**config.mk**
```make
export PLATFORM = sky130hd
export DESIGN_NAME = rr_grant_arbiter_flat
export DESIGN_NICKNAME = d
export VERILOG_FILES = /design/src/rtl/rr_grant_arbiter_pkg.sv /design/src/rtl/rr_grant_arbiter_if.sv /design/src/rtl/rr_grant_arbiter_onehot_to_bin.sv /design/src/rtl/rr_grant_arbiter.sv /design/src/flat_wrapper.sv
export SDC_FILE = /design/constraint.sdc
export NUM_CORES = 1
export LEC_CHECK = 0
export CAP_MARGIN = 20
export CORE_MARGIN = 5
export CORE_UTILIZATION = 46
export CTS_CLUSTER_DIAMETER = 200
export DETAILED_ROUTE_END_ITERATION = 6
export HOLD_SLACK_MARGIN = 0.15
export PLACE_DENSITY = 0.78
export SLEW_MARGIN = 10
export SYNTH_ARGS = -nofsm -noshare
export SYNTH_HDL_FRONTEND = slang
export SYNTH_SLANG_ARGS = --single-unit
```
**constraint.sdc**
```tcl
create_clock -name clk -period 1.8 [get_ports clk]
set_input_delay 0.36 -clock clk [delete_from_list [all_inputs] [get_ports clk]]
set_output_delay 0.36 -clock clk [all_outputs]
set_load 0.005 [all_outputs]
```
**src/rtl/rr_grant_arbiter_pkg.sv**
```systemverilog
// Shared types and helpers for the round-robin grant arbiter.
package arb_pkg;

  typedef enum logic {
    ARB_IDLE = 1'b0,
    ARB_BUSY = 1'b1
  } arb_state_t;

  // Index width for n entries; never below one bit so N=1 still has a port.
  function automatic int unsigned clog2_safe(input int unsigned n);
    int unsigned w;
    for (w = 1; (32'd1 << w) < n; w++) begin
    end
    return w;
  endfunction

endpackage

```
**src/rtl/rr_grant_arbiter_if.sv**
```systemverilog
// Request/grant bundle between requesters (master) and the arbiter (slave).
interface rr_grant_arbiter_if #(
  parameter int unsigned N = 4
);
  import arb_pkg::*;

  localparam int unsigned IDX_W = clog2_safe(N);

  logic [N-1:0]     req;
  logic             done;
  logic             grant_valid;
  logic [N-1:0]     grant_oh;
  logic [IDX_W-1:0] grant_idx;

  modport master (
    output req,
    output done,
    input  grant_valid,
    input  grant_oh,
    input  grant_idx
  );

  modport slave (
    input  req,
    input  done,
    output grant_valid,
    output grant_oh,
    output grant_idx
  );

endinterface

```
**src/rtl/rr_grant_arbiter_onehot_to_bin.sv**
```systemverilog
// Parametrised one-hot to binary encoder: each index bit ORs the positions that carry it.
module onehot_to_bin
  import arb_pkg::*;
#(
  parameter int unsigned N = 4
) (
  input  logic [N-1:0]                 oh,
  output logic [clog2_safe(N)-1:0]     idx
);

  localparam int unsigned IDX_W = clog2_safe(N);

  always_comb begin
    idx = '0;
    for (int unsigned i = 0; i < N; i++) begin
      for (int unsigned b = 0; b < IDX_W; b++) begin
        if (i[b]) idx[b] = idx[b] | oh[i];
      end
    end
  end

endmodule

```
**src/rtl/rr_grant_arbiter.sv**
```systemverilog
// Round-robin arbiter with registered one-hot/binary grant, held until the owner signals done.
module rr_grant_arbiter
  import arb_pkg::*;
#(
  parameter int unsigned N = 4
) (
  input  logic               clk,
  input  logic               resetn,
  rr_grant_arbiter_if.slave  bus
);

  localparam int unsigned            IDX_W    = clog2_safe(N);
  localparam logic [IDX_W-1:0]       LAST_RST = IDX_W'(N - 1);

  arb_state_t       state, state_nxt;
  logic [IDX_W-1:0] last, last_nxt;
  logic             valid_nxt;
  logic [N-1:0]     oh_nxt;
  logic [IDX_W-1:0] idx_nxt;

  logic [N-1:0]     others;
  logic [N-1:0]     pick_req;
  logic [IDX_W-1:0] pick_ptr;
  logic [IDX_W:0]   rot_amt;
  logic [2*N-1:0]   dbl_req;
  logic [2*N-1:0]   dbl_ffo;
  logic [N-1:0]     rot_req;
  logic [N-1:0]     rot_ffo;
  logic [N-1:0]     win_oh;
  logic [IDX_W-1:0] win_idx;

  assign others = bus.req & ~bus.grant_oh;

  // Rotate so the slot after the pointer lands at bit 0, isolate the lowest set
  // bit, then rotate back; the doubled vector makes both rotations plain shifts.
  always_comb begin
    pick_req = (state == ARB_IDLE) ? bus.req : others;
    pick_ptr = (state == ARB_IDLE) ? last    : bus.grant_idx;
    rot_amt  = {1'b0, pick_ptr} + 1'b1;
    dbl_req  = {pick_req, pick_req} >> rot_amt;
    rot_req  = dbl_req[N-1:0];
    rot_ffo  = rot_req & (~rot_req + N'(1));
    dbl_ffo  = {rot_ffo, rot_ffo} << rot_amt;
    win_oh   = dbl_ffo[2*N-1:N];
  end

  onehot_to_bin #(.N(N)) u_enc (
    .oh  (win_oh),
    .idx (win_idx)
  );

  always_comb begin
    state_nxt = state;
    last_nxt  = last;
    valid_nxt = bus.grant_valid;
    oh_nxt    = bus.grant_oh;
    idx_nxt   = bus.grant_idx;
    case (state)
      ARB_IDLE: begin
        if (|bus.req) begin
          valid_nxt = 1'b1;
          oh_nxt    = win_oh;
          idx_nxt   = win_idx;
          state_nxt = ARB_BUSY;
        end
      end
      ARB_BUSY: begin
        if (bus.done) begin
          last_nxt = bus.grant_idx;
          if (|others) begin
            oh_nxt  = win_oh;
            idx_nxt = win_idx;
          end else begin
            valid_nxt = 1'b0;
            oh_nxt    = '0;
            idx_nxt   = '0;
            state_nxt = ARB_IDLE;
          end
        end
      end
      default: state_nxt = ARB_IDLE;
    endcase
  end

  always_ff @(posedge clk or negedge resetn) begin
    if (!resetn) begin
      state           <= ARB_IDLE;
      last            <= LAST_RST;
      bus.grant_valid <= 1'b0;
      bus.grant_oh    <= '0;
      bus.grant_idx   <= '0;
    end else begin
      state           <= state_nxt;
      last            <= last_nxt;
      bus.grant_valid <= valid_nxt;
      bus.grant_oh    <= oh_nxt;
      bus.grant_idx   <= idx_nxt;
    end
  end

endmodule

```
**src/flat_wrapper.sv**
```systemverilog
// flat-port wrapper written by rule: the top's interface ports become plain ports
module rr_grant_arbiter_flat import arb_pkg::*;
#(
  parameter int unsigned N = 4
)
  (clk, resetn, bus_req, bus_done, bus_grant_valid, bus_grant_oh, bus_grant_idx);
  rr_grant_arbiter_if #(.N(N)) bus_i ();
  input  logic clk;
  input  logic resetn;
  input wire logic [$bits(bus_i.req)-1:0] bus_req;
  input wire logic [$bits(bus_i.done)-1:0] bus_done;
  output wire logic [$bits(bus_i.grant_valid)-1:0] bus_grant_valid;
  output wire logic [$bits(bus_i.grant_oh)-1:0] bus_grant_oh;
  output wire logic [$bits(bus_i.grant_idx)-1:0] bus_grant_idx;
  assign bus_i.req = bus_req;
  assign bus_i.done = bus_done;
  assign bus_grant_valid = bus_i.grant_valid;
  assign bus_grant_oh = bus_i.grant_oh;
  assign bus_grant_idx = bus_i.grant_idx;
  rr_grant_arbiter #(.N(N)) u_core (.clk(clk), .resetn(resetn), .bus(bus_i));
endmodule
```
==> impl_metrics.toml <==
[outcome]
status = "complete, but fails checks"
violations = "setup timing"

[global_route]
overflow = 0
met3_usage = 0.02849
antenna_found_initial = 0
grt_start_max_net_pins = 11
grt_pass1_vias = 825
grtUsageMet2 = 0.3120
gr-usage-met1 = 0.2302
gr-max-usage-layer = "met2"
track_usage = 0.1785
grt_pass1_wl_mm = 3.691

[finish]
n_antenna_cell = 0
syn2layout_area_growth_pct = 54.72
design_area_mm2 = 0.001291
nets = 137
final_common_cell = "buf_4"
fillCellCount = 122
drive_gt1_frac = 0.4922
final_cell_mix = "buf_4 (23), nand2_1 (13), clkdlybuf4s50_1 (9)"

[sta]
fin_worst_skew_ns = 0.006156
min_period_ns = 1.923
hold_viol = 0
worstMarginPinSlew_ns = 0.4519
max_freq_mhz = 519.9
rsz0062_at_grt = "yes"
final.period_utilization = 1.069
worst_slack_ns = -0.1233
slew_viol_final = 0
relSlewSlack = 0.6978
finalSetupViolations = 6

[worst_setup_path]
cp-end-kind = "flop"
crit_start = "u_core.state$_DFF_PN0_"
cp.arrival_ns = 2.08
r2r_start = "u_core.state$_DFF_PN0_"
path_class = "flop to flop"
slowest_stage = "dfrtp_2"
rr_worst_depth = 7
cp-endpoint = "u_core.bus.grant_idx[1]$_DFFE_PN0P_"
worst-path-max-fanout = 8
r2r-end = "u_core.bus.grant_idx[1]$_DFFE_PN0P_"
startpoint_type = "flop"
worstPathRequired_ns = 1.96
path_cells = "buf_6 > a21bo_2 > nand4_1 > a211oi_2 > or3_4 > o211ai_2 > nand3b_1"
r2r_setup_slack_ns = -0.12
cp_slowest_stage_delay_ns = 0.47

[power]
power_density_mw_per_mm2 = 1688
total_power_w = 0.002180
p_leak_nw = 0.5394
peakVddDrop_mv = 1.045

[clock_network]
root_buffer = "clkbuf_4"
clkSinkCount = 10
cts_max_level = 1
path_clk_slew_ns = 0.07
ctsLongestPathBuffers = 2
numCtsBuffers = 3
cts_tree = "done"
ctsHoldBuffers = 0
insertion_delay_ns = 0.27

[placement]
gp_congestion = 0.7861
placed_area_mm2 = 0.001116
dp_hpwl_mm = 1.723
io_buffer_count = 13

[yosys]
ys_ff_latch = 10
synth-warning-count = 0
synth.distinct_cells = 39
muxShareOfSynthArea = 0.1199
synth_compound_area_frac = 0.2924
synth_top_family_by_area = "compound AO/OA/AOI/OAI gates"
synthArstFlopShare = 1.000
synth_xor_area_frac = 0
synthAdderAreaFrac = 0.01499
avgSynthCellArea_um2 = 9.484
ys_seq_area_frac = 0.3028
netlist_instances = 88
synth-simple-area-share = 0.2174
ys.flop_type = "dfrtp_1"
netlist_area_um2 = 834.6
synth-edff-count = 0
syn-num-nets = 96

[route]
drc = 0
avgViaCountPerCell = 6.157
via_count = 942
ant_nets = 0
drt_iter0_markers = 53
wl_per_cell_um = 18.95
wl_mm = 2.899
drt-pass1-iter-count = 4

[floorplanning]
rows = 15
core_area_mm2 = 0.001727
die_y_um = 52.60
die_area_mm2 = 0.002766
initial_core_util = 0.4833
die_x_um = 52.60
ios = 14

[run]
cap_viol_max_count = 0

[hold_path]
min_path_type = "input pin to asynchronous set/reset pin"
metrics by stage:
step           std cells  utilization  setup WS, ns  setup TNS [ns]  hold WS (ns)
5_1_grt              153       0.7478       -0.1739         -0.8753        0.4326
4_1_cts              148       0.6732     0.0007678               0        0.4132
6_report             153       0.7478       -0.1233         -0.4270        0.3999
2_1_floorplan         88            -       0.03186               0       0.06441
3_5_place_dp         143       0.6464       -0.3827          -2.010        0.5715
3_3_place_gp         143       0.6464       -0.3341          -1.797        0.5309
worst min path at each step:
stage / from / endpoint / slack, ns / cells past startpoint
floorplan: resetn / u_core.bus.grant_idx[0]$_DFFE_PN0P_ / 0.06 / 0
global placement: u_core.bus.grant_valid$_DFFE_PN0P_ / u_core.bus.grant_valid$_DFFE_PN0P_ / 0.53 / 2
detailed placement: u_core.bus.grant_oh[0]$_DFFE_PN0P_ / u_core.bus.grant_oh[0]$_DFFE_PN0P_ / 0.57 / 2
CTS: resetn / u_core.bus.grant_valid$_DFFE_PN0P_ / 0.41 / 1
global route: resetn / u_core.bus.grant_valid$_DFFE_PN0P_ / 0.43 / 1
finish: resetn / u_core.bus.grant_valid$_DFFE_PN0P_ / 0.40 / 1
cells in the mapped netlist (all sizes together) (2+ instances only):
cell	instances	area, um^2
nor2	2	7.510
nor3	3	15.01
dfrtp	8	200.2
inv	5	21.27
buf	2	22.52
nand3	3	15.01
nand3b	2	15.01
a21boi	5	48.80
o21ai	5	25.02
o22ai	2	12.51
a21bo	3	30.03
nand2	16	62.56
nand2b	2	12.51
mux2	2	22.52
nor2b	3	18.77
o221ai	3	26.28
dfstp	2	52.55
a21oi	3	18.77
mux2i	4	77.57
what timing repair did:
item	in CTS	in global routing
cloned	0	0
endpoints found under the hold margin	0	0
setup buffers	1	5
pin swaps	1	5
resized for setup	7	20
endpoints found under the setup margin	6	6
worst max-delay path, delay by kind of cell (launching register included):
kind                   cells  cell delay [ns]
buffers and inverters      1             0.17
AO/OA/AOI/OAI              3             0.53
flip-flops                 1             0.47
AND/OR/NAND/NOR            3             0.63
metal layers:
layer | vias up | part of all wire
met2 | 45 | 0.49
met5 | - | 0
met3 | 24 | 0.063
li1 | 412 | -
met4 | 0 | 0.076
met1 | 461 | 0.37
flip-flops by register name, indices dropped and copies added, names as in the netlist:
register	count
u_core.last	2
u_core.bus.grant_oh	4
u_core.bus.grant_idx	2
u_core.bus.grant_valid	1
u_core.state	1
cell type report:
class | count | area [um^2] | area share
clock buffer | 4 | 26.28 | 0.02035
inverter | 5 | 21.27 | 0.01647
multi-input combinational | 71 | 638.1 | 0.4942
sequential | 10 | 254.0 | 0.1967
tap | 25 | 31.28 | 0.02422
timing repair buffer | 38 | 320.3 | 0.2481
power by group:
| group | total [W] | internal (W) | switching (W) | leakage [nW] |
|---|---|---|---|---|
| sequential | 0.000478 | 0.000341 | 0.000137 | 0.118 |
| clock | 0.000164 | 0.0000858 | 0.0000786 | 0.0150 |
| combinational | 0.00154 | 0.000788 | 0.000750 | 0.407 |
| total | 0.00218 | 0.00121 | 0.000966 | 0.539 |
cells by family (layout without fill, tap and decap cells):
kind of cell,Yosys count,count (layout)
AND/OR/NAND/NOR,35,35
AO/OA/AOI/OAI,29,29
flip-flops,10,10
buffers and inverters,7,47
multiplexers,6,6
adder cells (fa/ha/maj),1,1
Note: power is estimated with default switching activity, not from simulation.
